### src/rtl/neuron_scheduler_pkg.sv
// Shared encodings and sizing helpers for the time-multiplexed neuron scheduler.
package neuron_sched_pkg;

  typedef enum logic [1:0] {
    CMD_LOAD_X = 2'b00,
    CMD_LOAD_W = 2'b01,
    CMD_STEP   = 2'b10,
    CMD_CLEAR  = 2'b11
  } cmd_e;

  typedef enum logic [2:0] {
    ST_IDLE,
    ST_LOAD_X,
    ST_LOAD_W,
    ST_RUN,
    ST_DONE
  } state_e;

  function automatic int bytes_per_vec(input int synapses);
    return synapses / 8;
  endfunction

  // Select/index width, kept at least one bit so a single-neuron build still elaborates.
  function automatic int sel_bits(input int neurons);
    return (neurons > 1) ? $clog2(neurons) : 1;
  endfunction

endpackage

### src/rtl/neuron_scheduler_if.sv
// Command, byte-stream and datapath signals of the neuron scheduler.
interface neuron_scheduler_if #(
  parameter int NEURONS       = 4,
  parameter int SYNAPSES      = 32,
  parameter int MEMBRANE_BITS = 7
);
  import neuron_sched_pkg::*;
  localparam int SELW = sel_bits(NEURONS);

  logic                     cmd_valid;
  logic [1:0]               cmd;
  logic [SELW-1:0]          cmd_sel;
  logic                     cmd_ready;
  logic                     in_valid;
  logic [7:0]               in_data;
  logic                     in_ready;
  logic [SYNAPSES-1:0]      neu_inputs;
  logic [SYNAPSES-1:0]      neu_weights;
  logic [MEMBRANE_BITS-1:0] neu_last_membrane;
  logic [MEMBRANE_BITS-1:0] neu_new_membrane;
  logic                     neu_spike;
  logic                     neu_enable;
  logic                     busy;
  logic [NEURONS-1:0]       spike_vec;
  logic                     spike_valid;

  modport master (
    output cmd_valid, cmd, cmd_sel, in_valid, in_data, neu_new_membrane, neu_spike,
    input  cmd_ready, in_ready, neu_inputs, neu_weights, neu_last_membrane,
           neu_enable, busy, spike_vec, spike_valid
  );

  modport slave (
    input  cmd_valid, cmd, cmd_sel, in_valid, in_data, neu_new_membrane, neu_spike,
    output cmd_ready, in_ready, neu_inputs, neu_weights, neu_last_membrane,
           neu_enable, busy, spike_vec, spike_valid
  );

endinterface

### src/rtl/neuron_scheduler_loader.sv
// Byte counter and shift stage shared by input and weight loads; last_o flags the final byte.
module sched_byte_loader #(
  parameter int SYNAPSES = 32
) (
  input  logic                clk,
  input  logic                reset,
  input  logic                accept_i,
  input  logic [7:0]          data_i,
  input  logic [SYNAPSES-1:0] vec_i,
  output logic [SYNAPSES-1:0] vec_o,
  output logic                last_o
);
  import neuron_sched_pkg::*;

  localparam int BPV = bytes_per_vec(SYNAPSES);
  localparam int CW  = (BPV > 1) ? $clog2(BPV) : 1;
  localparam logic [CW-1:0] LAST_CNT = CW'(BPV - 1);

  logic [CW-1:0] cnt_q, cnt_d;

  assign last_o = accept_i && (cnt_q == LAST_CNT);
  // Oldest byte falls off the top; the newest byte lands in bits 7:0.
  assign vec_o  = SYNAPSES'({vec_i, data_i});

  always_comb begin
    cnt_d = cnt_q;
    if (accept_i) cnt_d = last_o ? '0 : cnt_q + 1'b1;
  end

  always_ff @(posedge clk) begin
    if (reset) cnt_q <= '0;
    else       cnt_q <= cnt_d;
  end

endmodule

### src/rtl/neuron_scheduler.sv
// Shares one neuron datapath across NEURONS virtual neurons, one per RUN cycle.
// NEURON_SCHED_AUTO_STEP_EN: a completed input load starts a step without a command.
module neuron_scheduler #(
  parameter int NEURONS       = 4,
  parameter int SYNAPSES      = 32,
  parameter int MEMBRANE_BITS = 7
) (
  input  logic         clk,
  input  logic         reset,
  neuron_scheduler_if.slave bus
);
  import neuron_sched_pkg::*;

  localparam int SELW = sel_bits(NEURONS);
  localparam logic [SELW-1:0] LAST_IDX = SELW'(NEURONS - 1);

  state_e                   state_q, state_d;
  logic [SELW-1:0]          sel_q, idx_q;
  logic [SYNAPSES-1:0]      x_q;
  logic [SYNAPSES-1:0]      w_q   [NEURONS];
  logic [MEMBRANE_BITS-1:0] mem_q [NEURONS];
  logic [NEURONS-1:0]       spk_q, spk_d, svec_q;
  logic                     loading, cmd_acc, byte_acc, ld_last, sel_ok, run_last;
  logic [SYNAPSES-1:0]      ld_cur, ld_vec;

  assign loading  = (state_q == ST_LOAD_X) || (state_q == ST_LOAD_W);
  assign cmd_acc  = bus.cmd_valid && (state_q == ST_IDLE);
  assign byte_acc = bus.in_valid && loading;
  assign sel_ok   = (int'(sel_q) < NEURONS);
  assign run_last = (idx_q == LAST_IDX);
  assign ld_cur   = (state_q == ST_LOAD_X) ? x_q : w_q[sel_q];

  sched_byte_loader #(.SYNAPSES(SYNAPSES)) u_loader (
    .clk      (clk),
    .reset    (reset),
    .accept_i (byte_acc),
    .data_i   (bus.in_data),
    .vec_i    (ld_cur),
    .vec_o    (ld_vec),
    .last_o   (ld_last)
  );

  assign bus.cmd_ready         = (state_q == ST_IDLE);
  assign bus.in_ready          = loading;
  assign bus.busy              = (state_q != ST_IDLE);
  assign bus.neu_enable        = (state_q == ST_RUN);
  assign bus.spike_valid       = (state_q == ST_DONE);
  assign bus.spike_vec         = svec_q;
  assign bus.neu_inputs        = x_q;
  assign bus.neu_weights       = (state_q == ST_RUN) ? w_q[idx_q]   : w_q[0];
  assign bus.neu_last_membrane = (state_q == ST_RUN) ? mem_q[idx_q] : mem_q[0];

  always_comb begin
    state_d = state_q;
    spk_d   = spk_q;
    case (state_q)
      ST_IDLE: begin
        if (bus.cmd_valid) begin
          case (cmd_e'(bus.cmd))
            CMD_LOAD_X: state_d = ST_LOAD_X;
            CMD_LOAD_W: state_d = ST_LOAD_W;
            CMD_STEP:   state_d = ST_RUN;
            default:    state_d = ST_IDLE;
          endcase
        end
      end
      ST_LOAD_X: begin
        if (ld_last) begin
`ifdef NEURON_SCHED_AUTO_STEP_EN
          state_d = ST_RUN;
`else
          state_d = ST_IDLE;
`endif
        end
      end
      ST_LOAD_W: if (ld_last) state_d = ST_IDLE;
      ST_RUN: begin
        spk_d[idx_q] = bus.neu_spike;
        if (run_last) state_d = ST_DONE;
      end
      ST_DONE: state_d = ST_IDLE;
      default: state_d = ST_IDLE;
    endcase
  end

  always_ff @(posedge clk) begin
    if (reset) begin
      state_q <= ST_IDLE;
      sel_q   <= '0;
      idx_q   <= '0;
      x_q     <= '0;
      spk_q   <= '0;
      svec_q  <= '0;
      for (int i = 0; i < NEURONS; i++) begin
        w_q[i]   <= '1;
        mem_q[i] <= '0;
      end
    end else begin
      state_q <= state_d;
      if (cmd_acc && (bus.cmd == CMD_LOAD_W)) sel_q <= bus.cmd_sel;
      if (cmd_acc && (bus.cmd == CMD_CLEAR)) begin
        for (int i = 0; i < NEURONS; i++) mem_q[i] <= '0;
      end
      if (byte_acc && (state_q == ST_LOAD_X)) x_q <= ld_vec;
      // Out-of-range selects still drain their bytes but never touch a weight.
      if (byte_acc && (state_q == ST_LOAD_W) && sel_ok) w_q[sel_q] <= ld_vec;
      if (state_q == ST_RUN) begin
        mem_q[idx_q] <= bus.neu_new_membrane;
        spk_q        <= spk_d;
        idx_q        <= run_last ? '0 : idx_q + 1'b1;
        if (run_last) svec_q <= spk_d;
      end
    end
  end

endmodule

### src/flat_wrapper.sv
// flat-port wrapper written by rule: the top's interface ports become plain ports
module neuron_scheduler_flat import neuron_sched_pkg::*;
#(
  parameter int NEURONS       = 4,
  parameter int SYNAPSES      = 32,
  parameter int MEMBRANE_BITS = 7
)
  (clk, reset, bus_cmd_valid, bus_cmd, bus_cmd_sel, bus_in_valid, bus_in_data, bus_neu_new_membrane, bus_neu_spike, bus_cmd_ready, bus_in_ready, bus_neu_inputs, bus_neu_weights, bus_neu_last_membrane, bus_neu_enable, bus_busy, bus_spike_vec, bus_spike_valid);
  neuron_scheduler_if #(.NEURONS(NEURONS), .SYNAPSES(SYNAPSES), .MEMBRANE_BITS(MEMBRANE_BITS)) bus_i ();
  input  logic clk;
  input  logic reset;
  input wire logic [$bits(bus_i.cmd_valid)-1:0] bus_cmd_valid;
  input wire logic [$bits(bus_i.cmd)-1:0] bus_cmd;
  input wire logic [$bits(bus_i.cmd_sel)-1:0] bus_cmd_sel;
  input wire logic [$bits(bus_i.in_valid)-1:0] bus_in_valid;
  input wire logic [$bits(bus_i.in_data)-1:0] bus_in_data;
  input wire logic [$bits(bus_i.neu_new_membrane)-1:0] bus_neu_new_membrane;
  input wire logic [$bits(bus_i.neu_spike)-1:0] bus_neu_spike;
  output wire logic [$bits(bus_i.cmd_ready)-1:0] bus_cmd_ready;
  output wire logic [$bits(bus_i.in_ready)-1:0] bus_in_ready;
  output wire logic [$bits(bus_i.neu_inputs)-1:0] bus_neu_inputs;
  output wire logic [$bits(bus_i.neu_weights)-1:0] bus_neu_weights;
  output wire logic [$bits(bus_i.neu_last_membrane)-1:0] bus_neu_last_membrane;
  output wire logic [$bits(bus_i.neu_enable)-1:0] bus_neu_enable;
  output wire logic [$bits(bus_i.busy)-1:0] bus_busy;
  output wire logic [$bits(bus_i.spike_vec)-1:0] bus_spike_vec;
  output wire logic [$bits(bus_i.spike_valid)-1:0] bus_spike_valid;
  assign bus_i.cmd_valid = bus_cmd_valid;
  assign bus_i.cmd = bus_cmd;
  assign bus_i.cmd_sel = bus_cmd_sel;
  assign bus_i.in_valid = bus_in_valid;
  assign bus_i.in_data = bus_in_data;
  assign bus_i.neu_new_membrane = bus_neu_new_membrane;
  assign bus_i.neu_spike = bus_neu_spike;
  assign bus_cmd_ready = bus_i.cmd_ready;
  assign bus_in_ready = bus_i.in_ready;
  assign bus_neu_inputs = bus_i.neu_inputs;
  assign bus_neu_weights = bus_i.neu_weights;
  assign bus_neu_last_membrane = bus_i.neu_last_membrane;
  assign bus_neu_enable = bus_i.neu_enable;
  assign bus_busy = bus_i.busy;
  assign bus_spike_vec = bus_i.spike_vec;
  assign bus_spike_valid = bus_i.spike_valid;
  neuron_scheduler #(.NEURONS(NEURONS), .SYNAPSES(SYNAPSES), .MEMBRANE_BITS(MEMBRANE_BITS)) u_core (.clk(clk), .reset(reset), .bus(bus_i));
endmodule
### config.mk
export PLATFORM = sky130hd
export DESIGN_NAME = neuron_scheduler_flat
export DESIGN_NICKNAME = d
export VERILOG_FILES = /design/src/rtl/neuron_scheduler_pkg.sv /design/src/rtl/neuron_scheduler_if.sv /design/src/rtl/neuron_scheduler_loader.sv /design/src/rtl/neuron_scheduler.sv /design/src/flat_wrapper.sv
export SDC_FILE = /design/constraint.sdc
export NUM_CORES = 1
export LEC_CHECK = 0
export BUFFER_PORTS_ARGS = -buffer_cell sky130_fd_sc_hd__buf_4
export CAP_MARGIN = 10
export CORE_UTILIZATION = 62
export CTS_BUF_LIST = sky130_fd_sc_hd__clkbuf_2
export DETAILED_ROUTE_END_ITERATION = 12
export GPL_ROUTABILITY_DRIVEN = 0
export MAX_ROUTING_LAYER = met4
export PLACE_DENSITY = 0.89
export SLEW_MARGIN = 20
export SYNTH_ARGS = -nofsm -noshare
export SYNTH_HDL_FRONTEND = slang
export SYNTH_SLANG_ARGS = --single-unit
### constraint.sdc
create_clock -name clk -period 9 [get_ports clk]
set_input_delay 0.9 -clock clk [delete_from_list [all_inputs] [get_ports clk]]
set_output_delay 0.9 -clock clk [all_outputs]
set_load 0.01 [all_outputs]
Word level (Yosys, flattened, before mapping) --
Memory sizes are Yosys's and may differ from the RTL's. A register that Yosys moved wholly into a read port is not among the register bits. Cells that the tools add are included.
Storage, ports and cells: input bits 24, bits in writable memories 156, flip-flop bits (word level) 49, memories kept 2
Memory list:
- u_core.w_q | words 4, bits a word 32, rd ports 3, clocked after memory_dff 2, wr ports 4, line neuron_scheduler.sv:20 | logic [SYNAPSES-1:0] w_q [NEURONS];
- u_core.mem_q | words 4, bits a word 7, rd ports 2, clocked after memory_dff 1, wr ports 4, line neuron_scheduler.sv:21 | logic [MEMBRANE_BITS-1:0] mem_q [NEURONS];
Operators by class: reductions and logical operators 17, mux-type cells 40, bitwise gates (word level) 4, magnitude comparators 2, add/sub/neg operators 2, equal/unequal tests 12
Operators by type and width (count):
- 2-to-1 mux 32 bit | 2
- 2-to-1 mux 7 bit | 6
- OR reduction 32 bit | 1
- 2-to-1 mux 24 bit | 1
- 2-to-1 mux 2 bit | 10
- 2-to-1 mux 1 bit | 14
- 2-to-1 mux 3 bit | 3
- case mux 3 bit (3 select lines) | 1
- equality test 2 bit (second input constant) | 4
- logical AND 1 bit | 8
- OR reduction 7 bit | 1
- equality test 3 x 2 -> 1 bit (second input constant) | 2
- case mux 2 bit (3 select lines) | 1
- adder 2 x 1 -> 2 bit (second input constant) | 2
- bitwise mux 4 bit | 1
- inequality test 2 x 1 -> 1 bit (second input constant) | 2
- OR 1 bit | 4
- equality test 3 x 1 -> 1 bit (second input constant) | 1
- equality test 3 bit (second input constant) | 1
- zero test 3 bit | 1
- < comparator 2 x 3 -> 1 bit (second input constant) | 1
- AND reduction 3 bit | 1
- nonzero test 3 bit | 1
- demux 1 bit (select 2 bit) | 1
- other kinds (7) | 7

Depth between registers and ports, before layout --
depth after elaboration 9, mapped depth 6, depth with buffers taken out 5

Cells and area by module --
Synthesis repeated with hierarchy kept, for this count alone.
Second synthesis, totals: cell total of the unflattened synthesis 925, area, all modules 11015.6 um2
Modules (own cells, without submodules):
- neuron_scheduler | cells each 884, area each 10682.7 um2, seq. area each 5685.5 um2, instances 1
- sched_byte_loader | cells each 41, area each 332.8 um2, seq. area each 40.0 um2, instances 1

Least setup slack after synthesis --
OpenSTA, ideal clock, no wires.
kind input port to flip-flop, from input bus_in_valid, to memory u_core.w_q[0][0] (enable), stages 4, library setup time 470 ps, arrival time 3810 ps, path slack 4720 ps, cells stage by stage nand4bb_4 > buf_2 > clkbuf_1 > o31ai_1
RTL lines:
- start, declared | line flat_wrapper.sv:15 | input wire logic [$bits(bus_i.in_valid)-1:0] bus_in_valid;
- end, declared | line neuron_scheduler.sv:20

Worst setup path after layout --
from register u_core.state_q[2], to output bus_neu_weights[9]
On the way: longest elaborated chain between the ends 2
RTL lines:
- start, declared | line neuron_scheduler.sv:17 | state_e state_q, state_d;
- start signal, assigned | line neuron_scheduler.sv:99 | state_q <= state_d;
- equality test 3 x 2 -> 1 bit | line neuron_scheduler.sv:50 | assign bus.neu_weights = (state_q == ST_RUN) ? w_q[idx_q] : w_q[0];
- 2-to-1 mux 32 bit | line neuron_scheduler.sv:50
- end, declared | line flat_wrapper.sv:22 | output wire logic [$bits(bus_i.neu_weights)-1:0] bus_neu_weights;
No other way between the ends.

==> results.yml <==
clock_network:
  clock_path_buffers: 3
  clkSinkCount: 208
  cts_max_level: 2
  post_cts_buffers: 0
  ctsResizeCount: 0
  cts_tree: "built"
  cts_made_buffers: 49
  cts-root-buf: "clkbuf_2"
  cts.reportedPaths.clkPinSlew_ns: 0.11
  hold_buffers: 0
  worst_skew_pair.late_latency_ns: 0.76
power_and_ir_drop:
  combPwrFrac_pct: 6.3
  leakage_uw: 0.003629
  seqPwrFrac_pct: 58.9
  switching_share_pct: 25.00
  total_power_uw: 1781
  pwr-share-clk_pct: 34.7
  peakVddDrop_mv: 0.1236
  p_int_uw: 1336
  powerDensity_mw_per_mm2: 158.4
  p_sw_uw: 445.3
placement:
  port_buffers: 103
  pre_cts_slack_ns: 4.985
  dp_cells: 1076
  hpwl_um: 13570
floorplanning:
  rows: 45
  ios: 104
  die_area_sq_mm: 0.01650
  die_x_um: 128.5
  coreArea_sq_mm: 0.01543
  start_util_pct: 64.26
  die_y_um: 128.5
synth:
  synth_area_per_cell_sq_um: 12.13
  synth_nets: 850
  synth_enable_flop_cells: 156
  yosysWarnings: 0
  synth_cell_types: 46
  ys_ff_latch: 208
  ys_async_sr_fraction_pct: 0
  ys.flop_type: "edfxtp_1"
  synthCells: 817
  netlist_area_sq_mm: 0.009913
  ys_seq_area_share_pct: 57.76
route:
  drt_iter0_markers: 648
  totalWireLength_um: 22660
  viasPerCell: 6.004
  num_vias: 7013
  avgRoutedWirePerCell_um: 19.40
  firstDrtPassIters: 5
  drcViolationCount: 0
  postRouteAntennaNets: 0
sta:
  slew_viol_final: 0
  fmax_mhz: 207.7
  hold_ws_ns: 0.4129
  post-route-min-period_ns: 4.814
  report.final.setup_viol: 0
  fin_tns_setup_ns: 0
  worst-slew-pin-transition_ns: 0.9520
  rsz0062_at_grt: "false"
  skew_ns: 0.02494
  fin_crit_sh_pct: 53.49
  hold_viol_final: 0
  worst_slack_ns: 4.186
  relSlewSlack_pct: 36.53
job:
  drv_cap: 0
setup_path:
  crit_slowest_cell: "clkinv_1"
  rrSetupSlack_ns: 5.84
  worstSetupEndpointType: "output pin"
  path_cells: "nand3b_2 > buf_4 > clkinv_1 > buf_4 > a32oi_1 > o211ai_1 > buf_4"
  cp.arrival_ns: 3.91
  critical_path.top_delay_family: "buffers and inverters"
  timing.critical_path.mode_cell: "buf_4"
  crit_type: "flop to output pin"
  reg2reg_to: "u_core.w_q[3][7]"
  worstPathMaxFanout: 46
  regToRegStartpoint: "u_core.state_q[1]"
  start_kind: "flop"
  reg2reg_depth: 3
  crit_required_ns: 8.10
  cp_num_buf_inv: 4
  critical_path.max_stage_delay_ns: 0.81
status:
  status: "finished clean"
worst_hold_path:
  min_from: "bus_in_data[0]"
  holdPathStages: 3
  hold-path-endpoint: "u_core.bus.neu_inputs[0]"
  hold_class: "input port to flop"
global_route:
  grt_pass1_vias: 7078
  groute.usage.overall_pct: 28.99
  grt_max_degree: 86
  grt_overflow: 0
  grt_pass1_wl_um: 35110
  grt_antenna_before_repair: 0
final_layout:
  nFillCells: 1077
  layout_common_cells: "edfxtp_1 (156), nand2_1 (119), buf_4 (118), nand2b_1 (100), clkbuf_2 (78)"
  final_common_cell: "edfxtp_1"
  syn2layout_area_growth_pct: 13.42
  nets: 949
  n_antenna_cell: 0
  final_cells: 1168
  drive_above_1_share_pct: 25.39
## area by class of cell
| cell class | count | area, sq um | area share [%] |
|---|---|---|---|
| Sequential cell | 208 | 5727 | 50.93 |
| Multi-Input combinational cell | 525 | 3842 | 34.18 |
| Timing Repair Buffer | 118 | 885.9 | 7.879 |
| Clock buffer | 78 | 390.4 | 3.472 |
| Tap cell | 211 | 264.0 | 2.348 |
| Clock inverter | 14 | 81.33 | 0.7233 |
| Inverter | 14 | 52.55 | 0.4674 |
## power groups by stage
stage	combinational, uW	clock (uW)	sequential, uW
finish	113	619	1050
global route	122	676	1050
CTS	113	629	1050
detailed placement	113	0	1070
global placement	111	0	1070
floorplan	73.5	0	1070
## tightest hold or removal path: cells and delay by family
kind                   cells  cell delay, ns
AO/OA/AOI/OAI              1            0.05
buffers and inverters      1            0.13
AND/OR/NAND/NOR            1            0.05
## flip-flops by register name, summed over array words and instances, names as in the netlist, named ones only
| name | count |
|---|---|
| u_core.spk_q | 3 |
| u_core.sel_q | 2 |
| u_core.bus.spike_vec | 4 |
| u_core.w_q | 128 |
| u_core.idx_q | 2 |
| u_core.mem_q | 28 |
| u_core.state_q | 3 |
| u_core.bus.neu_inputs | 32 |
| u_core.u_loader.cnt_q | 2 |
## stage by stage
stage | area (sq um) | utilization (%)
floorplan | 9913 | -
global placement | 10770 | 69.82
detailed placement | 10770 | 69.82
CTS | 11240 | 72.88
global route | 11240 | 72.88
finish | 11240 | 72.88
## kinds of logic (layout without fill, tap and decap cells)
kind of cell,after synthesis,after routing,synth area share (%)
AND/OR/NAND/NOR,311,311,17.62
flip-flops,208,208,57.76
AO/OA/AOI/OAI,138,138,9.580
buffers and inverters,84,224,3.913
multiplexers,66,66,9.719
adder cells (fa/ha/maj),9,9,1.136
XOR/XNOR,1,1,0.2777
## layer usage
layer	vias to the layer above	wire length, um	GRT usage [%]
met5	-	0	-
met4	0	513	12.46
met3	40	2040	6.195
met2	344	11640	48.39
met1	3361	8459	34.04
li1	3268	-	-
## cell usage after synthesis (2+ instances only)
cell	instances	area share, %
o31ai_1	2	0.15
clkbuf_1	37	1.4
or3_1	33	2.1
nor2_1	5	0.19
nand4b_1	2	0.18
and2_1	8	0.50
o22ai_1	4	0.25
nand2b_1	100	6.3
edfxtp_1	156	47
nand2_1	119	4.5
buf_1	2	0.076
o21ai_0	8	0.40
ha_1	9	1.1
buf_6	5	0.57
nand3_1	3	0.15
nor3_1	2	0.10
buf_2	25	1.3
a32oi_1	37	3.3
a211oi_1	3	0.23
mux4_2	24	5.5
dfxtp_1	52	11
nor4b_4	2	0.48
o211ai_1	38	2.9
mux2i_1	40	4.0
nand4_1	3	0.19
and3_1	21	1.3
mux2_2	2	0.23
a21oi_1	44	2.2
inv_1	13	0.49
and4bb_2	2	0.25
## worst max-delay path by stage
stage | from | to | cells after the start
after CTS | u_core.state_q[2] | bus_neu_weights[2] | 7
after floorplan | bus_in_valid | u_core.w_q[0][0] | 4
after global routing | u_core.state_q[2] | bus_neu_weights[9] | 7
after global placement | u_core.state_q[2] | bus_neu_weights[9] | 7
final | u_core.state_q[2] | bus_neu_weights[9] | 7
after detailed placement | u_core.state_q[2] | bus_neu_weights[13] | 7
Power figures use the tool's default switching activity.
